<file path="src/rtl/imem_fetch_ctrl.sv">
// Instruction-fetch sequencer: owns the PC, drives the instruction memory address and
// loads the IF/ID register, with stall, redirect/flush, halt/resume and range/alignment faults.
module imem_fetch_ctrl #(
  parameter logic [31:0] RESET_PC  = 32'h00000000,
  parameter int          MEM_WORDS = 128,
  parameter logic [31:0] NOP_WORD  = 32'h00000000
) (
  input  logic        Clk,
  input  logic        Reset,
  input  logic        Stall,
  input  logic        Redirect,
  input  logic [31:0] RedirectAddr,
  input  logic        HaltReq,
  input  logic        Resume,
  output logic [31:0] IMemAddress,
  input  logic [31:0] IMemInstruction,
  output logic [31:0] IF_Instruction,
  output logic [31:0] IF_PC,
  output logic [31:0] IF_PCPlus4,
  output logic        IF_Valid,
  output logic        Halted,
  output logic        Fault,
  output logic [31:0] FaultAddr,
  output logic [31:0] FetchCount
);

  localparam logic [31:0] PC_LIMIT = 32'(MEM_WORDS * 4);

  typedef enum logic [1:0] {
    S_BOOT,
    S_RUN,
    S_HALT,
    S_FAULT
  } state_t;

  state_t      state_reg, state_next;
  logic [31:0] pc_reg, pc_next;
  logic [31:0] if_instr_reg, if_instr_next;
  logic [31:0] if_pc_reg, if_pc_next;
  logic [31:0] if_pcp4_reg, if_pcp4_next;
  logic        if_valid_reg, if_valid_next;
  logic [31:0] fault_addr_reg, fault_addr_next;
  logic [31:0] fetch_count_reg, fetch_count_next;

  logic [31:0] pc_plus4;
  logic        redirect_bad;

  assign pc_plus4     = pc_reg + 32'd4;
  assign redirect_bad = (RedirectAddr[1:0] != 2'b00) || (RedirectAddr >= PC_LIMIT);

  always_ff @(posedge Clk) begin
    if (Reset) begin
      state_reg       <= S_BOOT;
      pc_reg          <= RESET_PC;
      if_instr_reg    <= NOP_WORD;
      if_pc_reg       <= 32'd0;
      if_pcp4_reg     <= 32'd0;
      if_valid_reg    <= 1'b0;
      fault_addr_reg  <= 32'd0;
      fetch_count_reg <= 32'd0;
    end else begin
      state_reg       <= state_next;
      pc_reg          <= pc_next;
      if_instr_reg    <= if_instr_next;
      if_pc_reg       <= if_pc_next;
      if_pcp4_reg     <= if_pcp4_next;
      if_valid_reg    <= if_valid_next;
      fault_addr_reg  <= fault_addr_next;
      fetch_count_reg <= fetch_count_next;
    end
  end

  always_comb begin
    state_next       = state_reg;
    pc_next          = pc_reg;
    if_instr_next    = if_instr_reg;
    if_pc_next       = if_pc_reg;
    if_pcp4_next     = if_pcp4_reg;
    if_valid_next    = if_valid_reg;
    fault_addr_next  = fault_addr_reg;
    fetch_count_next = fetch_count_reg;

    case (state_reg)
      S_BOOT: begin
        state_next = S_RUN;
      end

      S_RUN: begin
        if (Redirect) begin
          // A taken redirect always empties the slot; a bad target faults instead of jumping.
          if_valid_next = 1'b0;
          if_instr_next = NOP_WORD;
          if (redirect_bad) begin
            state_next      = S_FAULT;
            fault_addr_next = RedirectAddr;
          end else begin
            pc_next = RedirectAddr;
            if (HaltReq) state_next = S_HALT;
          end
        end else if (HaltReq) begin
          // The word fetched this cycle is dropped; the held PC refetches it after Resume.
          if_valid_next = 1'b0;
          if_instr_next = NOP_WORD;
          state_next    = S_HALT;
        end else if (!Stall) begin
          if (pc_reg >= PC_LIMIT) begin
            state_next      = S_FAULT;
            fault_addr_next = pc_reg;
            if_valid_next   = 1'b0;
            if_instr_next   = NOP_WORD;
          end else begin
            if_instr_next    = IMemInstruction;
            if_pc_next       = pc_reg;
            if_pcp4_next     = pc_plus4;
            if_valid_next    = 1'b1;
            pc_next          = pc_plus4;
            fetch_count_next = fetch_count_reg + 32'd1;
          end
        end
      end

      S_HALT: begin
        if (Resume) state_next = S_RUN;
      end

      S_FAULT: begin
        state_next = S_FAULT;
      end

      default: begin
        state_next = S_BOOT;
      end
    endcase
  end

  assign IMemAddress    = pc_reg;
  assign IF_Instruction = if_instr_reg;
  assign IF_PC          = if_pc_reg;
  assign IF_PCPlus4     = if_pcp4_reg;
  assign IF_Valid       = if_valid_reg;
  assign Halted         = (state_reg == S_HALT);
  assign Fault          = (state_reg == S_FAULT);
  assign FaultAddr      = fault_addr_reg;
  assign FetchCount     = fetch_count_reg;

endmodule

</file>
<file path="config.mk">
export PLATFORM = sky130hd
export DESIGN_NAME = imem_fetch_ctrl
export DESIGN_NICKNAME = d
export VERILOG_FILES = /design/src/rtl/imem_fetch_ctrl.sv
export SDC_FILE = /design/constraint.sdc
export NUM_CORES = 1
export LEC_CHECK = 0
export ABC_AREA = 1
export BUFFER_PORTS_ARGS = -buffer_cell sky130_fd_sc_hd__buf_2
export CORE_MARGIN = 3
export CORE_UTILIZATION = 35
export DETAILED_ROUTE_END_ITERATION = 8
export MAX_ROUTING_LAYER = met4
export PLACE_DENSITY_LB_ADDON = 0.1
export SLEW_MARGIN = 15
export SYNTH_ARGS = -nofsm -noshare
export SYNTH_HDL_FRONTEND = slang
export SYNTH_SLANG_ARGS = --single-unit
</file>
<file path="constraint.sdc">
create_clock -name Clk -period 4.14 [get_ports Clk]
set_input_delay 0 -clock Clk [delete_from_list [all_inputs] [get_ports Clk]]
set_output_delay 0 -clock Clk [all_outputs]
set_load 0.02 [all_outputs]
</file>
==> out/qor_table.md <==
| Item | Reported | Unit |
|---|---|---|
| Outcome | complete, no violations | - |
| Required time of the critical path | 4.46 | ns |
| Gate count of the mapped netlist | 1,242 | - |
| Layout cell share with drive strength beyond 1 | 0.2058 | - |
| Layout-stage area growth over the synthesis result | 33.15 | % |
| Unrepaired setup endpoints after global routing | false | - |
| Number of global-route vias before repair | 8,391 | - |
| Max Clk Rate | 379.9 | MHz |
| Global routing usage summed across all routing layers | 0.2094 | - |
| DR WL/cell | 14.19 | um |
| Worst rel slew slack | 0.3354 | - |
| Length of the first detailed-routing pass in iterations | 5 | - |
| Post-CTS Setup Inserts | 0 | - |
| Port Buf Inserts | 264 | - |
| Worst-case vdd ir drop | 257.9 | uV |
| Most used standard cells in the synthesized netlist | sky130_fd_sc_hd__nand2_1, sky130_fd_sc_hd__dfxtp_1, sky130_fd_sc_hd__nor2_1, sky130_fd_sc_hd__inv_1, sky130_fd_sc_hd__nand3_1 | - |
| Routed vias/inst | 4.556 | - |
| Top area cells in the synthesized netlist | sky130_fd_sc_hd__dfxtp_1, sky130_fd_sc_hd__nand2_1, sky130_fd_sc_hd__nor2_1 | - |
| Number of sinks on the clock net | 193 | - |
| Post-CTS clock slew at the launch and capture registers of the worst setup and hold paths | 0.08 | ns |
| Setup violations, final | 0 | - |
| Power Density | 356.6 | nW/um^2 |
| Register-to-register setup slack | 1.51 | ns |
| Initial core utilization | 0.3575 | - |
| Critical Path End Type | flop | - |
| Placeable core region | 23,540 | um^2 |
| Most used cell, CP | sky130_fd_sc_hd__nor2_1 | - |
| Final period util | 0.6359 | - |
| Start point of the critical path | IMemAddress[30] | - |
| Fin Setup TNS | 0 | ns |
| Critical path launch point type | flop | - |
| Buffers and inverters on the worst path | 1 | - |
| Final net count | 1,610 | - |
| Cell accounting for the most synthesized area | sky130_fd_sc_hd__dfxtp_1 | - |
| Logic depth of the worst register-to-register path | 8 | - |
| Clock tree from TritonCTS | done | - |
| CTS HTree Levels | 4 | - |
| Remaining design rule violation count | 0 | - |
| Synthesized Nets | 1,315 | - |
| Longest individual stage delay on the worst path | 0.74 | ns |
| Antenna-violating nets left | 0 | - |
| Synth top area share | 0.4591 | - |
| Static leakage | 5.860 | nW |
| Clock Root Buffer | sky130_fd_sc_hd__clkbuf_16 | - |
| Multi-input combinational cell area | 3685 | um^2 |
| Count of pins over their slew limit | 0 | - |
| Utilization after layout | 0.4760 | - |
| Wirelength, routed | 26.53 | mm |
| Largest net degree at the start of global routing | 69 | - |
| Number of violations of the max-capacitance limit | 0 | - |
| Via count | 8,520 | - |
| Total congestion overflow after global routing | 0 | - |
| Register area | 3864 | um^2 |
| Num CTS Buffers | 17 | - |
| Primary flip-flop cell chosen by synthesis mapping | sky130_fd_sc_hd__dfxtp_1 | - |
| Half-perimeter wire length after placement | 18.17 | mm |
| Hold-critical path depth | 4 | - |
| Total I/O pin count | 265 | - |
| Synthesis warning total | 0 | - |
| Post-synthesis register bit count | 193 | - |
| Endpoint of the worst-slack reg-to-reg timing path | FaultAddr[14] | - |
| Global-route wire length before repair | 43.18 | mm |
| Measured slew at the worst slew-check pin | 0.9958 | ns |
| Worst-skew pair later-pin latency | 0.44 | ns |
| Largest buffer count on any clock path | 2 | - |
| Number of hold-slack violations in the final timing report | 0 | - |
| Worst min path class | in2reg | - |
| Chip width | 161.1 | um |
| Filler Cells Inserted | 2,533 | - |
| Launch instance of the worst min-delay path | HaltReq | - |
| Hold path endpoint | FetchCount[12] | - |
| Final min period | 2.633 | ns |
| Number of enable flip-flop cells after synthesis | 0 | - |
| DRT iter0 DRCs | 468 | - |
| Data arrival time of the critical path | 2.95 | ns |
| Mean instance size in the synthesized netlist | 6.776 | um^2 |
| Die outline area | 25,940 | um^2 |
| Post-Syn Area | 8416 | um^2 |
| Cell family with the largest share of critical-path delay | simple AND/OR/NAND/NOR gates | - |
| Cell breakdown of the critical path | nor2_1 -> nand2_1 -> nor2_2 -> nand3_2 -> nand4_4 -> nor2_1 -> nor2_1 -> dlygate4sd3_1 | - |
| Weighted congestion reported at the end of routability-driven placement | 0.8606 | - |
| Number of rows created at floorplan | 56 | - |
| Worst setup path class | reg2reg | - |
| Async set-reset flop share out of synthesis | 0 | - |
| Number of unique standard cell types used by synthesis | 30 | - |
| Launch point of the worst reg-to-reg path | IMemAddress[30] | - |
| Stages on the worst setup path | 8 | - |
| Initial antenna violation count | 1 | - |
| Post-synthesis sequential area ratio | 0.4591 | - |
| Library cell with the highest instance count after synthesis | sky130_fd_sc_hd__nand2_1 | - |
| Worst path slowest cell | sky130_fd_sc_hd__nand4_4 | - |
| Die span in y | 161.1 | um |
| Max Fanout on Critical Path | 64 | - |
| Fin Clk Skew | 0.01338 | ns |
| Final hold slack | 0.05439 | ns |
[stage by stage]
step / power, W / std cells / cell area (um^2) / setup slack [ns]
after floorplan: 0.002206 / 1242 / 8416 / 2.378
final: 0.003995 / 1870 / 11210 / 1.507
after global routing: 0.004177 / 1870 / 11210 / 1.190
after detailed placement: 0.002341 / 1766 / 9896 / 1.441
after CTS: 0.004052 / 1869 / 11200 / 1.510
after global placement: 0.002342 / 1766 / 9896 / 1.505
[metal layers]
layer	vias up	part of all wire	GRT usage	wire length, um
met3	38	0.061	0.04899	1608
met4	0	0.024	0.07039	648
met2	243	0.46	0.3289	12170
met1	3779	0.46	0.2670	12110
met5	-	0	-	0
li1	4460	-	-	-
[how the worst max path moves through the flow]
stage / slack, ns / to
after floorplan: 2.38 / FetchCount[16]
after global placement: 1.51 / IMemAddress[5]
after detailed placement: 1.44 / IMemAddress[3]
after CTS: 1.51 / FaultAddr[13]
after global routing: 1.19 / FaultAddr[15]
final: 1.51 / FaultAddr[14]
[logic make-up (layout without fill, tap and decap cells)]
| family | after synthesis | in the layout | synth area share |
|---|---|---|---|
| buffers and inverters | 219 | 527 | 0.1051 |
| DFF | 193 | 193 | 0.4591 |
| other | 0 | 1 | 0 |
| AOI/OAI and AO/OA | 128 | 128 | 0.07716 |
| xor gates and xnor gates | 10 | 10 | 0.01041 |
| adders and majority gates | 3 | 3 | 0.004461 |
| and+or+nand+nor | 689 | 689 | 0.3437 |
[cells in the final DEF (no fill, tap or decap), drive strengths merged]
cell type | netlist | routed
a21oi | 78 | 78
buf | 31 | 271
clkbuf | 35 | 17
clkinv | 0 | 8
clkinvlp | 0 | 2
dfxtp | 193 | 193
diode | 0 | 1
dlygate4sd3 | 0 | 71
ha | 3 | 3
inv | 153 | 158
nand2 | 329 | 329
nand3 | 138 | 138
nand3b | 13 | 13
nand4 | 11 | 11
nor2 | 190 | 190
nor3 | 8 | 8
o21a | 1 | 1
o21ai | 48 | 48
o21bai | 1 | 1
xnor2 | 1 | 1
xor2 | 9 | 9
[layout make-up]
class | instances | area share
sequential | 193 | 0.3448
multi-input combinational | 830 | 0.3288
timing repair buffer | 342 | 0.1860
inverter | 153 | 0.05147
clock buffer | 17 | 0.03796
tap | 319 | 0.03562
clock inverter | 15 | 0.01507
antenna | 1 | 0.0002233
[report_power, final]
part / internal [W] / switching, W
Clock: 0.000812 / 0.000834
Combinational: 0.000157 / 0.000271
Sequential: 0.00189 / 0.0000266
[worst register-to-register path: cells and delay by family, from the launching register on]
kind,cells,cell delay [ns]
DFF,1,0.44
and+or+nand+nor,7,1.52
buffers and inverters,1,0.55
[repair_timing]
| action | 4_1_cts | 5_1_grt |
|---|---|---|
| hold endpoints to repair | 83 | 0 |
| resized for setup | 0 | 0 |
| hold buffers | 71 | 0 |
(Power assumes the default switching activity.)
